[config.mk]
export PLATFORM = sky130hd
export DESIGN_NAME = display_scan_controller
export DESIGN_NICKNAME = d
export VERILOG_FILES = /design/src/rtl/display_scan_controller.sv
export SDC_FILE = /design/constraint.sdc
export NUM_CORES = 1
export LEC_CHECK = 0
export BUFFER_PORTS_ARGS = -buffer_cell sky130_fd_sc_hd__buf_2
export CAP_MARGIN = 10
export CORE_ASPECT_RATIO = 0.5
export CORE_MARGIN = 2
export CORE_UTILIZATION = 40
export CTS_BUF_LIST = sky130_fd_sc_hd__clkbuf_4
export DETAILED_ROUTE_END_ITERATION = 7
export PLACE_DENSITY_LB_ADDON = 0.15
export SKIP_LAST_GASP = 1
export SLEW_MARGIN = 20
export SYNTH_ARGS = -nofsm -noshare
export SYNTH_HDL_FRONTEND = slang
export SYNTH_SLANG_ARGS = --single-unit
[constraint.sdc]
create_clock -name i_clk -period 2 [get_ports i_clk]
set_clock_uncertainty 0.1 [all_clocks]
set_input_delay 0.3 -clock i_clk [delete_from_list [all_inputs] [get_ports i_clk]]
set_output_delay 0.3 -clock i_clk [all_outputs]
set_load 0.02 [all_outputs]
[src/rtl/display_scan_controller.sv]
// Round-robin scan of NUM_DIGITS BCD digits onto one decoder path, with a blank gap between slots, double-buffered loads and optional leading-zero blanking.
// Outputs decode registered state only (no input->output path); load_ready drops while a frame-aligned update is pending.
module display_scan_controller #(
   parameter int NUM_DIGITS   = 4,
   parameter int CLK_DIV      = 50000,
   parameter int BLANK_CYCLES = 16
) (
   input  logic                    i_clk,
   input  logic                    i_rst,
   input  logic                    i_load_valid,
   output logic                    o_load_ready,
   input  logic [4*NUM_DIGITS-1:0] i_load_digits,
   input  logic                    i_lz_blank_en,
   output logic [3:0]              o_bcd_out,
   output logic                    o_blank,
   output logic [NUM_DIGITS-1:0]   o_dig_sel,
   output logic                    o_frame_done
);
   localparam int IW   = $clog2(NUM_DIGITS);
   localparam int CMAX = (CLK_DIV > BLANK_CYCLES) ? CLK_DIV : BLANK_CYCLES;
   localparam int CW   = $clog2(CMAX);
   localparam logic [IW-1:0] IDX_LAST   = IW'(NUM_DIGITS - 1);
   localparam logic [CW-1:0] SHOW_LAST  = CW'(CLK_DIV - 1);
   localparam logic [CW-1:0] BLANK_LAST = CW'(BLANK_CYCLES - 1);

   typedef enum logic {S_SHOW, S_BLANK} state_t;

   state_t                  r_state;
   logic [IW-1:0]           r_idx;
   logic [CW-1:0]           r_div_cnt;
   logic [4*NUM_DIGITS-1:0] r_active;
   logic [4*NUM_DIGITS-1:0] r_pending;
   logic                    r_pend_full;
   logic                    r_lz_en;

   logic                    w_show_end;
   logic                    w_blank_end;
   logic                    w_boundary;
   logic                    w_accept;
   logic                    w_upper_zero;
   logic [3:0]              w_bcd;

   assign w_show_end  = (r_state == S_SHOW)  && (r_div_cnt == SHOW_LAST);
   assign w_blank_end = (r_state == S_BLANK) && (r_div_cnt == BLANK_LAST);
   assign w_boundary  = w_blank_end && (r_idx == IDX_LAST);
   assign w_accept    = i_load_valid && !r_pend_full;

   always_ff @(posedge i_clk) begin
      if (i_rst) begin
         r_state     <= S_SHOW;
         r_idx       <= '0;
         r_div_cnt   <= '0;
         r_active    <= '0;
         r_pending   <= '0;
         r_pend_full <= 1'b0;
         r_lz_en     <= 1'b0;
      end else begin
         r_lz_en <= i_lz_blank_en;
         case (r_state)
            S_SHOW: begin
               if (w_show_end) begin
                  r_state   <= S_BLANK;
                  r_div_cnt <= '0;
               end else begin
                  r_div_cnt <= r_div_cnt + 1'b1;
               end
            end
            S_BLANK: begin
               if (w_blank_end) begin
                  r_state   <= S_SHOW;
                  r_div_cnt <= '0;
                  r_idx     <= (r_idx == IDX_LAST) ? '0 : r_idx + 1'b1;
               end else begin
                  r_div_cnt <= r_div_cnt + 1'b1;
               end
            end
         endcase
         // Swap only at the frame boundary so a frame is never torn; a full
         // pending buffer blocks acceptance, so copy and accept never collide.
         if (w_boundary && r_pend_full) begin
            r_active    <= r_pending;
            r_pend_full <= 1'b0;
         end else if (w_accept) begin
            r_pending   <= i_load_digits;
            r_pend_full <= 1'b1;
         end
      end
   end

   always_comb begin
      w_upper_zero = 1'b1;
      w_bcd        = 4'd0;
      for (int j = 0; j < NUM_DIGITS; j++) begin
         if (IW'(j) == r_idx)
            w_bcd = r_active[4*j +: 4];
         if ((IW'(j) >= r_idx) && (r_active[4*j +: 4] != 4'd0))
            w_upper_zero = 1'b0;
      end
   end

   assign o_bcd_out    = w_bcd;
   assign o_dig_sel    = (r_state == S_SHOW) ? (NUM_DIGITS'(1) << r_idx) : '0;
   assign o_blank      = (r_state == S_BLANK) | (r_lz_en && (r_idx != '0) && w_upper_zero);
   assign o_frame_done = w_boundary;
   assign o_load_ready = !r_pend_full;

endmodule

==> Yosys cells after proc, flatten, opt, wreduce, memory -nomap -nowiden <==
Index checks and enable logic that the tools add are counted.
{ "op_classes": {"shift": 1, "bitwise_logic": 3, "n_mux": 16, "n_eq_ne": 6, "add_sub_neg": 2, "div": 0, "mul": 0, "reduce_logical": 21, "n_lt_le_gt_ge": 4} }
{ "ops": {"columns": ["cell", "n"], "rows": [
  ["two-way mux 16 bit", 2],
  ["case mux 16 bit (2 select lines)", 1],
  ["two-way mux 4 bit", 5],
  ["adder 16 x 1 -> 16 bit (second input constant)", 1],
  ["equality test 16 bit (second input constant)", 1],
  ["equality test 16 x 4 -> 1 bit (second input constant)", 1],
  ["nonzero test 4 bit", 4],
  ["logical AND 1 bit", 11],
  ["two-way mux 1 bit", 6],
  ["equality test 2 bit (first input constant)", 2],
  ["greater-or-equal comparator 1 x 2 -> 1 bit (first input constant)", 2],
  ["greater-or-equal comparator 2 bit (first input constant)", 2],
  ["AND reduction 2 bit", 2],
  ["left shift 1 x 2 -> 4 bit (first input constant)", 1],
  ["adder 2 x 1 -> 2 bit (second input constant)", 1],
  ["equality test 1 x 2 -> 1 bit (first input constant)", 1],
  ["equality test 2 bit (second input constant)", 1],
  ["zero test 2 bit", 1],
  ["two-way mux 2 bit", 1],
  ["inverter 1 bit", 2],
  ["case mux 1 bit (2 select lines)", 1],
  ["nonzero test 2 bit", 1],
  ["OR reduction 2 bit", 1],
  ["zero test 1 bit", 1],
  ["OR 1 bit", 1]
]} }
{ "totals": {"rom_bits": 0, "output_inout_bits": 11, "in_bits": 20, "latchBits": 0, "memories": 0, "mem_bits_rw": 0, "word_cells": 60, "ff_bits": 53} }

==> Logic depth before layout (Yosys ltp) <==
Gate-level depths: netlist of run 1.
{ "depth": {"depth_word": 8, "depth_mapped": 7, "ltp_nobuf": 6} }

==> Worst setup path before layout of run 1 <==
Ideal clock, no wire load.
{ "synth_path": {"kind": "register to output", "from": "register r_idx[1]", "to": "output port o_bcd_out[0]", "n_path_buf": 1, "arrival_time_ps": 1596, "required_time_ps": 1600, "slack_ps": 4, "path_stages_with_launch": 8, "cell_sequence": "dfxtp_1 inv_1 ha_1 clkbuf_1 nand3b_1 a21oi_1 a21oi_1 o21ai_0"} }
{ "synth_via": {"elab_chain_cells": 5, "word_cells_on_any_way": 8} }
{ "synth_lines": {"columns": ["item", "line_no", "source"], "rows": [
  ["from (decl)", "29", "logic [IW-1:0] r_idx;"],
  ["from (signal assigned)", "72", "r_idx <= (r_idx == IDX_LAST) ? '0 : r_idx + 1'b1;"],
  ["zero test 2 bit", "94", "if (IW'(j) == r_idx)"],
  ["two-way mux 4 bit (3 in a row)", "94", null],
  ["two-way mux 4 bit (*)", "94", null],
  ["to (decl)", "14", "output logic [3:0] o_bcd_out,"]
]} }
Every way passes the cells marked *; elsewhere a longest branch is shown, timed or not.

==> Final worst setup path of run 1 <==
{ "layout_path": {"from": "register r_idx[1]", "to": "output port o_bcd_out[2]"} }
Same word-level chain as after synthesis.

==> results of run 1 <==
synth_stat cells (2+ instances only):
| cell type | instances |
|---|---|
| nand3_1 | 7 |
| nand3b_1 | 5 |
| ha_1 | 6 |
| nor2_1 | 8 |
| dfxtp_1 | 53 |
| nor3_1 | 19 |
| nand4_1 | 19 |
| o21ai_0 | 23 |
| clkbuf_1 | 16 |
| and3_1 | 4 |
| inv_1 | 6 |
| xnor2_1 | 12 |
| buf_2 | 3 |
| buf_4 | 2 |
| nor2b_1 | 6 |
| a21oi_1 | 43 |
| nand2_1 | 47 |
| nor4_1 | 8 |
worst max-delay path, stage by stage, from the launching register on:
cell,delay [ns]
dfxtp_2,0.39
inv_4,0.05
ha_4,0.17
nand3b_1,0.17
a21oi_2,0.13
a21oi_1,0.05
o21ai_1,0.16
buf_4,0.16
path summary, 6_finish.rpt:
| check | slack (ns) | start | cells after the start | end |
|---|---|---|---|---|
| max | -0.08 | r_idx[1] | 7 | o_bcd_out[2] |
| min | 0.03 | i_load_digits[15] | 3 | r_pending[15] |
| max reg2reg | 0.13 | r_div_cnt[13] | 6 | r_idx[0] |
| min reg2reg | 0.37 | r_pending[5] | 2 | r_pending[5] |
through the flow:
| stage | instance area [um^2] | total power (uW) |
|---|---|---|
| after detailed placement | 2680 | 1220 |
| after global placement | 2680 | 1210 |
| final | 3040 | 1710 |
| after CTS | 2980 | 1730 |
| after global routing | 3030 | 1780 |
| after floorplan | 2440 | 1180 |
timing repair:
item,4_1_cts,5_1_grt
pin swaps,10,8
setup endpoints to repair,6,7
hold buffers,7,0
hold endpoints to repair,7,0
setup buffers,7,2
resized for setup,40,11
flip-flops by register name, indices dropped and copies added (netlist names):
name	flops
r_pending	16
r_pend_full	1
r_active	16
r_state	1
r_idx	2
r_div_cnt	16
r_lz_en	1
kinds of logic (layout without fill, tap and decap cells):
logic type | after synthesis | in the layout
and+or+nand+nor | 132 | 132
AOI/OAI and AO/OA | 69 | 69
DFF | 53 | 53
buffers and inverters | 28 | 70
xor gates and xnor gates | 13 | 13
adders and majority gates | 6 | 6
muxes | 1 | 1
other | 0 | 1
power groups by stage:
stage	Clock [uW]	Combinational, uW	Sequential (uW)
2_1_floorplan	0	59.1	1120
3_3_place_gp	0	92.7	1120
3_5_place_dp	0	94.1	1120
4_1_cts	525	110	1100
5_1_grt	552	125	1100
6_report	501	110	1100
layout by cell type, fill, tap and decap left out, types with 2 or more instances in the layout:
master	count
dlygate4sd3_1	7
o21ai_0	19
clkbuf_4	6
buf_6	3
ha_2	2
inv_1	4
nor2b_1	6
ha_4	3
nor4_4	2
nand2_1	46
dfxtp_1	45
dfxtp_4	3
clkinvlp_4	2
nand3_1	7
nor4_1	7
nor2_1	7
buf_4	22
a21oi_2	3
buf_2	23
nand3b_1	5
a21oi_1	40
nand4_1	19
xnor2_1	12
o21ai_1	4
and3_4	3
dfxtp_2	5
nor3_1	17
final cells by class:
cell class | instances | area (um^2)
inverter | 6 | 25.0
sequential | 53 | 1080
timing repair buffer | 56 | 404
fill | 590 | 2950
antenna | 1 | 2.50
tap | 77 | 96.3
clock buffer | 6 | 45.0
clock inverter | 2 | 15.0
multi-input combinational | 221 | 1370
layer usage:
metal / GRT usage (%) / share of wire, % / vias up
met4: 5.75 / 1.1 / 0
met5: 0 / 0 / -
met1: 24.5 / 51 / 1030
met3: 4.40 / 3.3 / 8
met2: 28.7 / 45 / 22
li1: - / - / 1150
==> run metrics, run 1 <==
status=complete, but fails checks; failing checks=setup timing; Final Non-Filler Cells=422; Final Setup Violations=6; total grt overflow=0; Final Max Slew Viols=0; final setup TNS=-0.295 ns; Setup CP Type=reg -> out; fin util=50.8%; CP max FO=6; asr flop ratio synth=0%; Die ar.=6790 um^2; num ports=31; fin crit share=104%; worst slew pin tran=0.917 ns; Mapped Nets=328; switch share=24.9%; nature of the critical path startpoint=flip-flop; Post-synth top flop=dfxtp_1; Max rail drop VDD=202 uV; Worst setup EP type=output port; clk root buf=clkbuf_4; Port Buffers=30; initial antenna violation count=0; Rows=20; Synth cell types=33; Synth area leaders=dfxtp_1 (43%), a21oi_1 (8.8%), nand2_1 (7.2%); EDFF count, synth=0; Sequential Power Share=64.2%; Fin. Hold Viols=0; DIE HEIGHT=59.3 um; main combinational cell family by area after synthesis=simple AND/OR/NAND/NOR gates; Leakage=0.00106 uW; Clock Path Buffers=2; routed vias/inst=5.24; multiplexer share of the synthesized area=0.410%; worst path arrival time=1.68 ns; Clock Sinks=53; hold slack=0.0278 ns; share of the synthesized area in the top cell type=43.4%; Sw Pwr=425 uW; routed len/inst=13.8 um; Slew headroom=38.7%; Post-Synthesis Cells=302; internal power=1280 uW; Layout area overhead=24.2%; # Max-Cap Violations=0; DRT antenna net count=0; Synth Area in Simple Gates=28.6%; combinational share of power=6.5%; GP Congestion=0.844; Netlist Area Pre-Place=2440 um^2; Inst Count DP=397; Syn. warnings=0; vias in the first global route=2075; TritonCTS clock tree=yes; CTS buffer count=5; Worst-Skew Late Latency=0.39 ns; total core area=5980 um^2; dpl hpwl=3.95 mm; routed via count=2210; clock share of power=29.3%; first-pass GRT wire length=9.59 mm; fraction of layout instances using a drive strength above 1=25.9%; register bit total from synthesis=53; Initial Util=40.9%; Final min period=2.08 ns; Final Net Count=369; sequential-to-total area share from yosys stat=43.4%; Adder-Cell Fraction of Synth Area=3.07%; die width=115 um; Pre-antenna DRT Iters=6; area leader, netlist=dfxtp_1; drt total wl=5.84 mm; Critical Path RT=1.60 ns; class of the worst hold path=in -> reg; Worst Slack Setup Final=-0.0773 ns; gr usage total=18.1%; post-synthesis compound-gate area fraction=14.7%; DRC viols=0; Initial DRC Count=96; pre-CTS setup slack=0.0559 ns; power density over the cells=563 nW/um^2; CTS clk-pin slew, worst paths=0.16 ns; H-tree Lvls=2; largest net degree at the start of global routing=35; unrepaired setup endpoints after global routing=yes; Mean Syn Cell Area=8.09 um^2; fmax=481 MHz; post-synthesis xor/xnor area fraction=4.66%
Power figures use the tool's default switching activity.
==> run 2, diff against run 1 <==
--- a/config.mk
+++ b/config.mk
@@ -13,6 +13,7 @@
 export CTS_BUF_LIST = sky130_fd_sc_hd__clkbuf_4
 export DETAILED_ROUTE_END_ITERATION = 7
 export PLACE_DENSITY_LB_ADDON = 0.15
+export REMOVE_ABC_BUFFERS = 1
 export SKIP_LAST_GASP = 1
 export SLEW_MARGIN = 20
 export SYNTH_ARGS = -nofsm -noshare
==> run metrics, run 2 (same netlist as run 1, synthesis figures left out) <==
total grt overflow=0 (unchanged); Final Max Slew Viols=0 (unchanged); Rows=20 (unchanged); delay-heaviest family, CP=simple AND/OR/NAND/NOR gates; TritonCTS clock tree=yes; Initial Util=40.9% (unchanged); CP peak stage delay=0.41 ns (+0.02 ns); Layout area overhead=19.1%; Worst Slack Setup Final=-0.0542 ns (+0.0231 ns); fin crit share=103% (-1.2 points); dpl hpwl=3.78 mm (-4.3%); Final min period=2.05 ns (-0.0231 ns); Critical Path, Cell by Cell=nor4_1 > o22ai_1 > o21bai_1 > buf_4; Setup CP Type=reg -> out; fin util=48.7% (-2.1 points); Final Setup Violations=5 (-1); WP buf/inv=1 (-1); # Max-Cap Violations=0 (unchanged); status=complete, but fails checks; worst path arrival time=1.65 ns (-0.03 ns); die width=115 um (unchanged); Worst setup EP type=output port; CTS buffer count=5 (unchanged); most common cell after layout, fill and taps aside=dfxtp_1; Slew headroom=60.4% (+22 points); class of the worst hold path=in -> reg; CP max FO=3 (-3); pre-CTS setup slack=0.102 ns (+0.0459 ns); failing checks=setup timing; clk root buf=clkbuf_4; power density over the cells=590 nW/um^2 (+4.8%); Worst-Skew Late Latency=0.39 ns (about the same); CP max stage cell=nor4_1; fraction of layout instances using a drive strength above 1=24.6% (-1.2 points); Critical Path RT=1.60 ns (about the same); num ports=31 (unchanged); gr usage total=18.9% (+0.85 points); Pre-antenna DRT Iters=4 (-2); routed len/inst=14.6 um (+5.7%); Clock Path Buffers=2 (unchanged); R2R setup slack=0.15 ns (+0.02 ns); most frequent cells in the layout=dfxtp_1 (46), nand2_1 (44), a21oi_1 (40), buf_2 (24); DIE HEIGHT=59.3 um (unchanged); hold slack=0.0133 ns (-0.0146 ns); DRT antenna net count=0 (unchanged); initial antenna violation count=1 (+1); Die ar.=6790 um^2 (unchanged); largest net degree at the start of global routing=54 (+54%); Fin. Hold Viols=0 (unchanged); total core area=5980 um^2 (unchanged); vias in the first global route=2041 (-1.6%); Inst Count DP=397 (unchanged); H-tree Lvls=2 (unchanged); fmax=487 MHz (+1.1%); Filler cells=611 (+3.6%); top flop regs=r_active x16, r_div_cnt x16, r_pending x16; Clock Sinks=53 (unchanged); CTS Hold Bufs=0 (-7); Initial DRC Count=127 (+32%); Final Net Count=358 (-3.0%); Leakage=0.00103 uW (-2.2%); GP Congestion=0.849 (+0.56%); worst slew pin tran=0.592 ns (-0.325 ns); unrepaired setup endpoints after global routing=yes; routed vias/inst=5.43 (+3.7%); Port Buffers=30 (unchanged); DRC viols=0 (unchanged); Max rail drop VDD=261 uV (+29%); first-pass GRT wire length=9.90 mm (+3.2%); nature of the critical path startpoint=flip-flop; Final Non-Filler Cells=411 (-2.6%); routed via count=2233 (+1.0%); CTS clk-pin slew, worst paths=0.14 ns (-0.02 ns); drt total wl=6.02 mm (+3.0%)
run 2: layer usage:
metal  wire length [um]  GRT usage [%]  vias up
met5                  0              0        -
met4                 76           5.92        0
met3                248           5.11       10
met2               2830           31.0       40
met1               2860           24.7     1056
li1                   -              -     1127
run 2: path summary, 6_finish.rpt:
check / startpoint / end / cells past startpoint
setup reg to reg: r_div_cnt[8] / r_div_cnt[15] / 4
setup / recovery: r_active[8] / o_blank / 4
hold / removal: i_lz_blank_en / r_lz_en / 2
hold reg to reg: r_pending[14] / r_pending[14] / 2
run 2: what timing repair did:
| item | CTS | global route |
|---|---|---|
| setup buffers | 4 | 1 |
| gates resized for setup | 34 | 11 |
| endpoints found under the setup margin | 6 | 6 |
| hold endpoints to repair | 0 | 0 |
| pin swaps | 9 | 8 |
run 2: area by class of cell:
| cell class | count | area (um^2) | share of cell area (%) |
|---|---|---|---|
| Inverter | 6 | 25.0 | 0.860 |
| Sequential cell | 53 | 1070 | 36.9 |
| Multi-Input combinational cell | 221 | 1360 | 46.6 |
| Timing Repair Buffer | 45 | 294 | 10.1 |
| Clock buffer | 8 | 60.1 | 2.06 |
| Tap cell | 77 | 96.3 | 3.31 |
| Antenna cell | 1 | 2.50 | 0.0860 |
run 2: where the power goes:
| group | leakage (uW) | internal (uW) | switching, uW |
|---|---|---|---|
| sequential | 0.000434 | 1080 | 17.1 |
| combinational | 0.000563 | 44.6 | 58.4 |
| clock | 0.0000368 | 182 | 333 |
| total | 0.00103 | 1310 | 409 |
run 2: metrics by stage:
step                area (um^2)  total power [uW]  TNS, ns
floorplan                  2340              1160   -0.217
global placement           2680              1220        0
detailed placement         2680              1220        0
CTS                        2860              1750   -0.194
global route               2910              1810   -0.745
finish                     2910              1720   -0.185
==> run 3, diff against run 2 <==
--- a/config.mk
+++ b/config.mk
@@ -11,7 +11,9 @@
 export CORE_MARGIN = 2
 export CORE_UTILIZATION = 40
 export CTS_BUF_LIST = sky130_fd_sc_hd__clkbuf_4
+export CTS_CLUSTER_DIAMETER = 150
 export DETAILED_ROUTE_END_ITERATION = 7
+export HOLD_SLACK_MARGIN = 0.15
 export PLACE_DENSITY_LB_ADDON = 0.15
 export REMOVE_ABC_BUFFERS = 1
 export SKIP_LAST_GASP = 1
==> run metrics, run 3 (same netlist as run 1, synthesis figures left out) <==
TritonCTS clock tree=yes; total grt overflow=0 (unchanged); Initial DRC Count=123 (-3.1%); Setup CP Type=reg -> out; most frequent cells in the layout=dfxtp_1 (46), nand2_1 (44), a21oi_1 (40), buf_2 (24); # Max-Cap Violations=0 (unchanged); hold depth=3 (+1); Initial Util=40.9% (unchanged); fmax=483 MHz (-0.82%); Clock Path Buffers=2 (unchanged); worst slew pin tran=0.580 ns (-0.0124 ns); class of the worst hold path=in -> reg; dpl hpwl=3.78 mm (unchanged); DRT antenna net count=0 (unchanged); Leakage=0.00111 uW (+7.3%); clk root buf=clkbuf_4; routed vias/inst=5.34 (-1.8%); Final min period=2.07 ns (+0.0169 ns); Final Net Count=376 (+5.0%); CTS clk-pin slew, worst paths=0.15 ns (about the same); Port Buffers=30 (unchanged); GP Congestion=0.849 (unchanged); initial antenna violation count=1 (unchanged); DRC viols=0 (unchanged); vias in the first global route=2078 (+1.8%); status=complete, but fails checks; Filler cells=599 (-2.0%); Slew headroom=61.2% (+0.83 points); worst-case reg-to-reg path depth=4 (unchanged); Worst Slack Setup Final=-0.0711 ns (-0.0169 ns); Rows=20 (unchanged); Pre-antenna DRT Iters=4 (unchanged); final setup TNS=-0.195 ns (-0.0103 ns); Layout area overhead=26.5%; num ports=31 (unchanged); CP max FO=3 (unchanged); routed via count=2290 (+2.6%); fin util=51.7% (+3.0 points); total core area=5980 um^2 (unchanged); power density over the cells=566 nW/um^2 (-4.0%); overall power=1750 uW (+2.0%); drt total wl=6.27 mm (+4.2%); DIE HEIGHT=59.3 um (unchanged); unrepaired setup endpoints after global routing=yes; fin crit share=104% (+0.85 points); R2R setup slack=0.15 ns (about the same); nature of the critical path startpoint=flip-flop; most common cell after layout, fill and taps aside=dfxtp_1; largest net degree at the start of global routing=54 (unchanged); Critical Path RT=1.60 ns (about the same); Fin. Hold Viols=0 (unchanged); worst path arrival time=1.67 ns (+0.02 ns); Final Max Slew Viols=0 (unchanged); Max rail drop VDD=265 uV (+1.8%); top flop regs=r_active x16, r_div_cnt x16, r_pending x16; routed len/inst=14.6 um (-0.18%); first-pass GRT wire length=10.1 mm (+2.4%); H-tree Lvls=2 (unchanged); Worst-Skew Late Latency=0.38 ns (about the same); Die ar.=6790 um^2 (unchanged); failing checks=setup timing; CTS buffer count=5 (unchanged); Final Setup Violations=5 (unchanged); Worst setup EP type=output port; Clock Sinks=53 (unchanged); fraction of layout instances using a drive strength above 1=23.4% (-1.3 points); die width=115 um (unchanged); gr usage total=19.4% (+0.50 points)
[run 3: changes by cell type in the layout (fill, tap and decap cells not counted)]
cell	previous run	this run
dlygate4sd3_1	0	18
[run 3: worst max-delay path, cell delays in order (launching register included)]
cell,delay (ns)
dfxtp_1,0.38
nor4_1,0.42
o22ai_1,0.18
o21bai_1,0.16
buf_4,0.16
[run 3: power by group]
part / internal, uW / switching (uW) / total (uW)
Combinational: 67.4 / 63.4 / 131
Sequential: 1080 / 17.3 / 1100
Clock: 182 / 338 / 520
Total: 1330 / 419 / 1750
[run 3: routing by layer]
metal	part of all wire (%)	track usage, %
met1	48	25.3
met2	47	31.8
met3	3.9	5.21
met4	1.5	6.45
met5	0	0
[run 3: timing repair]
action | in CTS | in global routing
setup endpoints to repair | 6 | 6
buffers inserted | 4 | 1
pin swaps | 9 | 7
endpoints found under the hold margin | 18 | 0
hold buffers | 18 | 0
gates resized for setup | 34 | 11
[run 3: worst paths after layout]
| kind | startpoint | endpoint |
|---|---|---|
| setup / recovery | r_active[8] | o_blank |
| hold / removal | i_rst | r_idx[1] |
| setup reg to reg | r_div_cnt[8] | r_div_cnt[15] |
| hold reg to reg | r_pending[14] | r_pending[14] |
[run 3: per-stage QoR]
step | setup WS (ns) | hold slack, ns | cells | instance area [um^2]
after global placement | 0.169 | 0.346 | 397 | 2680
after floorplan | -0.0136 | 0.269 | 280 | 2340
after global routing | -0.153 | 0.246 | 429 | 3090
after detailed placement | 0.102 | 0.348 | 397 | 2680
after CTS | -0.0549 | 0.234 | 427 | 3040
final | -0.0711 | 0.251 | 429 | 3090
[run 3: cell type report]
cell class	instances	area (um^2)	area share, %
Tap cell	77	96.3	3.12
Clock buffer	8	60.1	1.94
Timing Repair Buffer	63	474	15.3
Inverter	6	25.0	0.810
Antenna cell	1	2.50	0.0810
Sequential cell	53	1070	34.8
Multi-Input combinational cell	221	1360	43.9
